==> src/rtl/piso_serializer.sv <==
// Parallel-in, serial-out shift register with a load/busy handshake.
// Sends pin[N-1] first and pin[0] last on sln_out_o, then pulses done_o for one cycle.
module piso_serializer #(
   parameter int unsigned N = 8
) (
   input  logic         clk_i,
   input  logic         rst_i,
   input  logic         load_i,
   input  logic [0:N-1] pin_i,
   input  logic         hold_i,
   output logic         sln_out_o,
   output logic         valid_o,
   output logic         busy_o,
   output logic         ready_o,
   output logic         done_o
);

   localparam int unsigned CntW = (N > 1) ? $clog2(N) : 1;
   localparam logic [CntW-1:0] CntLast = CntW'(N - 1);

   typedef enum logic {StIdle, StShift} state_e;

   state_e          state_q, state_d;
   logic [0:N-1]    sreg_q, sreg_d;
   logic [CntW-1:0] cnt_q, cnt_d;
   logic            done_q, done_d;

   always_comb begin
      state_d = state_q;
      sreg_d  = sreg_q;
      cnt_d   = cnt_q;
      done_d  = 1'b0;
      unique case (state_q)
         StIdle: begin
            if (load_i) begin
               sreg_d  = pin_i;
               cnt_d   = '0;
               state_d = StShift;
            end
         end
         StShift: begin
            if (!hold_i) begin
               sreg_d = {1'b0, sreg_q[0:N-2]};
               // Last bit leaves this cycle; park the counter instead of wrapping.
               if (cnt_q == CntLast) begin
                  cnt_d   = '0;
                  state_d = StIdle;
                  done_d  = 1'b1;
               end else begin
                  cnt_d = cnt_q + 1'b1;
               end
            end
         end
         default: state_d = StIdle;
      endcase
   end

   always_ff @(posedge clk_i) begin
      if (rst_i) begin
         state_q <= StIdle;
         sreg_q  <= '0;
         cnt_q   <= '0;
         done_q  <= 1'b0;
      end else begin
         state_q <= state_d;
         sreg_q  <= sreg_d;
         cnt_q   <= cnt_d;
         done_q  <= done_d;
      end
   end

   assign busy_o    = (state_q == StShift);
   assign ready_o   = ~busy_o;
   assign valid_o   = busy_o & ~hold_i;
   assign sln_out_o = busy_o & sreg_q[N-1];
   assign done_o    = done_q;

endmodule

==> config.mk <==
export PLATFORM = sky130hd
export DESIGN_NAME = piso_serializer
export DESIGN_NICKNAME = d
export VERILOG_FILES = /design/src/rtl/piso_serializer.sv
export SDC_FILE = /design/constraint.sdc
export NUM_CORES = 1
export LEC_CHECK = 0
export BUFFER_PORTS_ARGS = -buffer_cell sky130_fd_sc_hd__buf_2
export CORE_MARGIN = 1
export CORE_UTILIZATION = 45
export CTS_CLUSTER_DIAMETER = 30
export DETAILED_ROUTE_END_ITERATION = 6
export PLACE_DENSITY = 0.69
export RECOVER_POWER = 100
export SYNTH_ARGS = -nofsm -noshare
export SYNTH_HDL_FRONTEND = slang
export SYNTH_SLANG_ARGS = --single-unit
==> constraint.sdc <==
create_clock -name clk_i -period 1.3 [get_ports clk_i]
set_clock_uncertainty 0.15 [all_clocks]
set_input_delay 0.26 -clock clk_i [delete_from_list [all_inputs] [get_ports clk_i]]
set_output_delay 0.26 -clock clk_i [all_outputs]
set_load 0.1 [all_outputs]
==> flow_metrics.tcl, run 1 <==
set metrics [dict create \
    slew_violations 0 \
    required_ns 0.89 \
    p_int_uw 703 \
    hold_ws_ns 0.0787 \
    netlist_instances 63 \
    p_switching_uw 342 \
    status "complete, but fails checks" \
    async_flop_share_pct 0 \
    grt_pass1_vias 520 \
    drv_cap 0 \
    overflow 0 \
    r2r_end "sreg_q[1]$_SDFFE_PP0P_" \
    crit_family "flip-flops" \
    power_density_mw_per_mm2 989 \
    antenna_cells 0 \
    switching_share_pct 32.8 \
    setup_viol 4 \
    hp-start "pin_i[0]" \
    p_comb_share_pct 32.0 \
    die-width_um 40.8 \
    drive_gt1_share_pct 69.6 \
    synth_most_common_cell "dfxtp_1" \
    yosys.area.top_type "dfxtp_1" \
    cts_root_buf "clkbuf_4" \
    insertion_delay_ns 0.28 \
    synth-main-ff-cell "dfxtp_1" \
    gp_congestion 0.810 \
    cts_tree "built" \
    cp.arrival_ns 1.00 \
    antenna_found_initial 0 \
    drc_errors 0 \
    grt_max_degree 14 \
    min_period_ns 1.41 \
    synthDistinctLibCells 22 \
    fp-row-count 13 \
    cts_made_buffers 3 \
    synth_top_area_share_pct 38.4 \
    p_total_uw 1040 \
    synth_edf_count 0 \
    hold_path_depth 3 \
    nNetsFinal 107 \
    yosysSeqAreaShare_pct 38.4 \
    cts_buffer_depth 2 \
    critPathSlowestCell "dfxtp_4" \
    antenna_left 0 \
    leakagePower_uw 0.000429 \
    ios 17 \
    crit_fanout 6 \
    tightest_slew_ns 0.340 \
    fp.dieH_um 40.8 \
    grt_setup_unrepaired "true" \
    worst_slack_ns -0.111 \
    die_area_mm2 0.00167 \
    holdPathEnd "sreg_q[0]$_SDFFE_PP0P_" \
    crit_buf_inv 1 \
    ys_ff_latch 13 \
    syn-mean-instance-area_um2 10.8 \
    wl_um 1610 \
    violations "negative setup slack" \
    drt_iter0_markers 8 \
    h-tree-depth 1 \
    clk_pin_slew_ns 0.08 \
    dr_total_vias 579 \
    critPathLaunch "busy_o$_SDFF_PP0_" \
    grt_pass1_wl_um 2270 \
    hold_path.class "primary input to flop" \
    regArea_um2 267 \
    cp-start-kind "flop" \
    vias_per_cell 5.41 \
    start_util_pct 50.2 \
    hold_viol 0 \
    cp_cell_sequence "and2_4, buf_12" \
    post-dp-hpwl_um 1080 \
    slew_headroom_pct 77.3 \
    critPathKind "flop to output pin" \
    syn_area_um2 678 \
    endpoint_kind "output pin" \
    coreArea_mm2 0.00135 \
    worst_path_largest_cell_delay_ns 0.40 \
    fmax_mhz 708 \
    io_buffers 16 \
    synth_commonest_cells "dfxtp_1, a211oi_2, mux2i_1" \
    final.setup.tns_ns -0.327 \
    drt_pass1_iterations 4 \
    cts_sinks 13 \
    area_growth_pct 55.7 \
    multi_input_area_um2 464 \
    grt_usage_pct 21.3 \
    r2r_slack_ns 0.02 \
    clkPwrFrac_pct 24.3 \
    r2r_start "busy_o$_SDFF_PP0_" \
    synth_nets 77 \
    power_frac_seq_pct 43.7 \
    finalCritPeriodShare_pct 109 \
    wl_per_cell_um 15.0 \
    rr_worst_depth 4 \
    ir_drop_mv 0.774 \
    yosys-top-cells-area "dfxtp_1, a211oi_2, mux2i_1" \
    yosys_warnings 0 \
    fillers 84 \
]
-- flip-flops by register name (all words and copies together), names as in the netlist --
register	flops
sreg_q	8
cnt_q	3
busy_o	1
done_o	1
-- area by class of cell --
class,instances,share of cell area (%)
Inverter,2,1.54
Tap cell,15,1.78
Sequential cell,13,25.2
Multi-Input combinational cell,44,44.0
Clock buffer,4,2.49
Timing Repair Buffer,29,25.0
-- placed cells by master (no fill, tap or decap) --
cell type / count
nand2_2: 2
ha_2: 1
clkinvlp_4: 1
mux2i_1: 5
nor2b_4: 1
clkinv_4: 1
nor3_2: 3
dfxtp_1: 10
nand2b_4: 2
nor3_4: 5
dfxtp_2: 2
dfxtp_4: 1
nor2_4: 1
and2_4: 1
nand3_1: 3
nand2_1: 1
buf_6: 3
buf_2: 11
clkbuf_4: 3
a21oi_1: 4
nand2_8: 1
mux2i_2: 2
buf_4: 10
nor2_1: 2
nor3b_1: 1
clkbuf_1: 1
a211oi_2: 8
ha_1: 1
buf_12: 5
-- stage by stage --
| step | setup slack [ns] | area, µm² | util [%] | std cells |
|---|---|---|---|---|
| 6_report | -0.111 | 1060 | 78.2 | 107 |
| 5_1_grt | -0.142 | 1060 | 78.2 | 107 |
| 4_1_cts | -0.116 | 1020 | 75.3 | 106 |
| 3_5_place_dp | 0.0256 | 933 | 69.1 | 97 |
| 3_3_place_gp | 0.0504 | 933 | 69.1 | 97 |
| 2_1_floorplan | -0.260 | 754 | - | 63 |
-- logic make-up (layout without fill, tap and decap cells) --
kind of cell	count (synthesis)	in the layout	synth area share, %
compound gates	12	12	17.0
fa+ha+maj	2	2	3.69
buf+inv	6	35	7.56
flops	13	13	38.4
mux	7	7	10.3
simple gates	23	23	23.1
-- power by group through the flow --
stage                     clock network [µW]  logic [µW]  registers (µW)
after floorplan                            0         202             474
after global placement                     0         286             466
after detailed placement                   0         289             468
after CTS                                256         318             456
after global routing                     273         350             460
final                                    254         335             457
-- routing by layer --
layer	wire length (µm)	share of wire [%]	vias up	track usage (%)
li1	-	-	284	-
met1	741	46	274	26.2
met2	775	48	16	34.8
met3	69	4.3	5	4.89
met4	22	1.4	0	10.0
met5	0	0	-	0
-- worst min-delay path: stages --
cell and delay, ns:
buf_2 0.10, nand2_1 0.05, a21oi_1 0.05
-- worst max path at each step --
stage	slack, ns	cells after the start	to
2_1_floorplan	-0.26	2	ready_o
3_3_place_gp	0.05	4	sreg_q[6]$_SDFFE_PP0P_
3_5_place_dp	0.03	5	sreg_q[1]$_SDFFE_PP0P_
4_1_cts	-0.12	2	sln_out_o
5_1_grt	-0.14	2	sln_out_o
6_report	-0.11	2	sln_out_o
-- repair_timing --
item                       CTS  global route
gates resized for setup      6             8
buffers inserted             5             1
hold buffers                 0             0
setup endpoints to repair    5            14
pin swaps                    1             2
Power figures use the tool's default switching activity.
==> inputs of run 2 (changes only) <==
--- a/config.mk
+++ b/config.mk
@@ -10,7 +10,7 @@
 export CORE_UTILIZATION = 45
 export CTS_CLUSTER_DIAMETER = 30
 export DETAILED_ROUTE_END_ITERATION = 6
-export PLACE_DENSITY = 0.69
+export PLACE_DENSITY_LB_ADDON = 0.15
 export RECOVER_POWER = 100
 export SYNTH_ARGS = -nofsm -noshare
 export SYNTH_HDL_FRONTEND = slang
==> run 2 against run 1 <==
Against the previous run:
- the flow still finishes with violations (negative setup slack)
- non-clock buffer count fell by 2
- worst hold slack got worse by 0.018 ns
- critical path type unchanged
- critical path depth did not move
- power fell by 1.1%
- utilization fell by 2.7 points
- fmax fell by 0.96%
- wire length fell by 6.8%
- sequential power barely moved
- worst setup slack got worse by 0.014 ns
==> flow_metrics.tcl, run 2 (same netlist as run 1, synthesis figures left out) <==
set metrics [dict create \
    status "complete, but fails checks" \
    violations "negative setup slack" \
    cp-start-kind "flop" \
    switching_share_pct 32.9 \
    insertion_delay_ns 0.28 \
    fp-row-count 13 \
    grt_usage_pct 21.5 \
    finalInstanceArea_mm2 0.00102 \
    reg_top3 "sreg_q: 8 flops, cnt_q: 3 flops" \
    setup_viol 8 \
    coreArea_mm2 0.00135 \
    gp_congestion 0.741 \
    drc_errors 0 \
    p_total_uw 1030 \
    dr_total_vias 565 \
    largest_reg_flops 8 \
    vias_per_cell 5.38 \
    p_comb_share_pct 30.9 \
    hold_viol 0 \
    p_int_uw 693 \
    io_buffers 16 \
    drt_pass1_iterations 2 \
    cp.arrival_ns 1.02 \
    top_register "sreg_q" \
    post-dp-hpwl_um 1070 \
    required_ns 0.89 \
    fin_util_pct 75.5 \
    die-width_um 40.8 \
    r2r_start "busy_o$_SDFF_PP0_" \
    min_period_ns 1.43 \
    grt_pass1_vias 533 \
    hold_path.class "primary input to flop" \
    p_switching_uw 340 \
    antenna_cells 0 \
    cts_root_buf "clkbuf_4" \
    cts_made_buffers 3 \
    overflow 0 \
    endpoint_kind "output pin" \
    cts_sinks 13 \
    grt_max_degree 14 \
    antenna_found_initial 0 \
    die_area_mm2 0.00167 \
    grt_pass1_wl_um 2310 \
    ir_drop_mv 0.553 \
    placed_cell_area_um2 933 \
    leakagePower_uw 0.000413 \
    hold_buffers 0 \
    cts_tree "built" \
    ios 17 \
    cts_buffer_depth 2 \
    dp_slack_ns 0.0517 \
    fp.dieH_um 40.8 \
    wl_per_cell_um 14.3 \
    clk_pin_slew_ns 0.09 \
    wl_um 1500 \
    area_growth_pct 50.4 \
    critPathLaunch "busy_o$_SDFF_PP0_" \
    crit_fanout 5 \
    hp-start "pin_i[0]" \
    worst_slack_ns -0.125 \
    power_density_mw_per_mm2 1010 \
    tightest_slew_ns 0.343 \
    drt_iter0_markers 2 \
    power_frac_seq_pct 44.0 \
    h-tree-depth 1 \
    rr_worst_depth 5 \
    grt_setup_unrepaired "true" \
    slew_violations 0 \
    start_util_pct 50.2 \
    slew_headroom_pct 77.1 \
    hold_path_depth 3 \
    layout_common_cells "dfxtp_1, buf_2, a211oi_2, buf_4" \
    clkPwrFrac_pct 25.1 \
    drive_gt1_share_pct 70.0 \
    fmax_mhz 702 \
    finalCritPeriodShare_pct 110 \
    nNetsFinal 105 \
    critPathKind "flop to output pin" \
    drv_cap 0 \
    antenna_left 0 \
]
==> run 2: cell types whose count changed in the layout (fill, tap and decap cells not counted), sizes merged <==
cell,previous run,this run
buf,29,26
clkbuf,4,5
==> run 2: layer usage <==
metal	part of all wire (%)	track usage, %
met4	0.80	10.0
met5	0	0
met1	48	27.4
met3	2.5	3.26
met2	49	35.2
==> run 2: area by class of cell <==
cell class,count,area [µm²]
inverters,2,12.5
repair buffers,27,240
clock buffers,4,26.3
flip-flops and latches,13,265
multi-input cells,44,457
well taps,15,18.8
fillers,106,330
==> run 2: power by group through the flow <==
stage | Combinational, µW | Clock (µW) | Sequential (µW)
floorplan | 202 | 0 | 474
global placement | 284 | 0 | 467
detailed placement | 289 | 0 | 467
CTS | 311 | 266 | 454
global route | 339 | 276 | 458
finish | 320 | 259 | 455
==> run 2: final timing paths <==
check                      endpoint  slack, ns
max                       sln_out_o      -0.13
min          sreg_q[0]$_SDFFE_PP0P_       0.06
max reg2reg  sreg_q[6]$_SDFFE_PP0P_      -0.03
min reg2reg   cnt_q[2]$_SDFFE_PP0P_       0.34
==> run 2: stage by stage <==
stage | hold WS [ns] | std cells | setup TNS (ns)
3_5_place_dp | 0.317 | 97 | 0
5_1_grt | 0.0620 | 105 | -0.954
6_report | 0.0603 | 105 | -0.461
4_1_cts | 0.0584 | 104 | -0.520
3_3_place_gp | 0.308 | 97 | 0
2_1_floorplan | 0.165 | 63 | -1.21
==> run 2: worst max-delay path, stage by stage (launching register included) <==
cell and delay [ns]:
dfxtp_4 0.40, and2_4 0.17, buf_12 0.16
==> run 2: timing repair <==
item                       CTS  global route
setup endpoints to repair    4            14
gates resized for setup      6             7
buffers inserted             3             1
pin swaps                    0             2
==> inputs of run 3 (changes only) <==
--- a/config.mk
+++ b/config.mk
@@ -8,6 +8,7 @@
 export BUFFER_PORTS_ARGS = -buffer_cell sky130_fd_sc_hd__buf_2
 export CORE_MARGIN = 1
 export CORE_UTILIZATION = 45
+export CTS_BUF_LIST = sky130_fd_sc_hd__clkbuf_4 sky130_fd_sc_hd__clkbuf_8 sky130_fd_sc_hd__clkbuf_16
 export CTS_CLUSTER_DIAMETER = 30
 export DETAILED_ROUTE_END_ITERATION = 6
 export PLACE_DENSITY_LB_ADDON = 0.15
==> run 3 against run 2 <==
Against the previous run:
- the flow still finishes with violations (negative setup slack)
- highest routed layer unchanged
- cell count did not move
- utilization rose by 0.28 points
- die area did not move
- critical endpoint unchanged
- register-to-register slack barely moved
- global-route usage did not move
- largest cell class unchanged
- critical path depth did not move
==> flow_metrics.tcl, run 3 (same netlist as run 1, synthesis figures left out) <==
set metrics [dict create \
    overflow 0 \
    grt_pass1_vias 527 \
    die-width_um 40.8 \
    regArea_um2 265 \
    leakagePower_uw 0.000417 \
    coreArea_mm2 0.00135 \
    reg_top3 "sreg_q: 8 flops, cnt_q: 3 flops" \
    multi_input_area_um2 457 \
    critPathLaunch "busy_o$_SDFF_PP0_" \
    hold_path.class "primary input to flop" \
    insertion_delay_ns 0.28 \
    critPathKind "flop to output pin" \
    ios 17 \
    required_ns 0.89 \
    cp.arrival_ns 1.01 \
    hp-start "pin_i[0]" \
    dp_slack_ns 0.0517 \
    slew_headroom_pct 76.9 \
    fp-row-count 13 \
    io_buffers 16 \
    grt_usage_pct 21.5 \
    drv_cap 0 \
    finalCritPeriodShare_pct 110 \
    placed_cell_area_um2 933 \
    dr_total_vias 567 \
    cts_sinks 13 \
    wl_per_cell_um 14.5 \
    largest_reg_flops 8 \
    fin_cells 105 \
    post-dp-hpwl_um 1070 \
    antenna_found_initial 0 \
    min_period_ns 1.42 \
    tightest_slew_ns 0.347 \
    gp_congestion 0.741 \
    fmax_mhz 702 \
    cts_buffer_depth 2 \
    fillers 108 \
    drc_errors 0 \
    wl_um 1530 \
    cp-start-kind "flop" \
    grt_setup_unrepaired "true" \
    top_register "sreg_q" \
    crit_fanout 5 \
    h-tree-depth 1 \
    ir_drop_mv 0.614 \
    drt_pass1_iterations 2 \
    r2r_start "busy_o$_SDFF_PP0_" \
    drt_iter0_markers 5 \
    die_area_mm2 0.00167 \
    layout_common_cells "dfxtp_1, buf_2, a211oi_2, buf_4" \
    grt_max_degree 14 \
    vias_per_cell 5.40 \
    power_density_mw_per_mm2 1030 \
    slew_violations 0 \
    fp.dieH_um 40.8 \
    worst_slack_ns -0.125 \
    setup_viol 9 \
    nNetsFinal 105 \
    clk_pin_slew_ns 0.09 \
    grt_pass1_wl_um 2300 \
    hold_buffers 0 \
    dp.cells 97 \
    cts_root_buf "clkbuf_4" \
    endpoint_kind "output pin" \
    start_util_pct 50.2 \
    area_growth_pct 50.9 \
    finalInstanceArea_mm2 0.00102 \
    status "complete, but fails checks" \
    cts_tree "built" \
    antenna_cells 0 \
    drive_gt1_share_pct 71.1 \
    hold_viol 0 \
    cts_made_buffers 3 \
    violations "negative setup slack" \
    antenna_left 0 \
]
==> run 3: cell counts in the layout (fill, tap and decap cells not counted) <==
No cell type changed its count.
==> run 3: area by class of cell <==
cell class,instances,area share (%)
Sequential cell,13,25.9
Tap cell,15,1.83
Timing Repair Buffer,27,23.5
Inverter,2,1.22
Clock buffer,4,2.93
Multi-Input combinational cell,44,44.6
==> run 3: per-layer routing <==
metal	global-route usage, %	part of all wire [%]	routed length [µm]	vias to the layer above
li1	-	-	-	281
met1	28.1	47	724	273
met2	34.4	49	751	11
met3	3.26	2.5	38	2
met4	10.0	0.79	12	0
met5	0	0	0	-
==> run 3: power by group <==
group | total, µW | switching (µW) | internal, µW
Sequential | 455 | 29.2 | 426
Clock | 281 | 141 | 140
Combinational | 321 | 172 | 149
Total | 1060 | 342 | 714
==> run 3: through the flow <==
step	total power (µW)	setup TNS, ns	util, %	hold WS, ns
finish	1060	-0.492	75.8	0.0603
detailed placement	756	0	69.1	0.317
global route	1100	-1.02	75.8	0.0573
global placement	751	0	69.1	0.308
CTS	1050	-0.508	74.5	0.0596
floorplan	676	-1.21	-	0.165
==> run 3: path summary, 6_finish.rpt <==
kind                                                to  slack, ns  cells after the start
worst max-delay path                         sln_out_o      -0.12                      2
worst min-delay path            sreg_q[0]$_SDFFE_PP0P_       0.06                      3
worst max register to register  sreg_q[6]$_SDFFE_PP0P_      -0.03                      5
worst min register to register   cnt_q[2]$_SDFFE_PP0P_       0.34                      2
==> run 3: worst max-delay path: stages, from the launching register on <==
cell     delay [ns]
dfxtp_4        0.41
and2_4         0.17
buf_12         0.16
==> run 3: repair_timing <==
action,4_1_cts,5_1_grt
cloned,0,0
endpoints found under the setup margin,4,14
pin swaps,0,2
buffers inserted,3,1
gates resized for setup,6,7
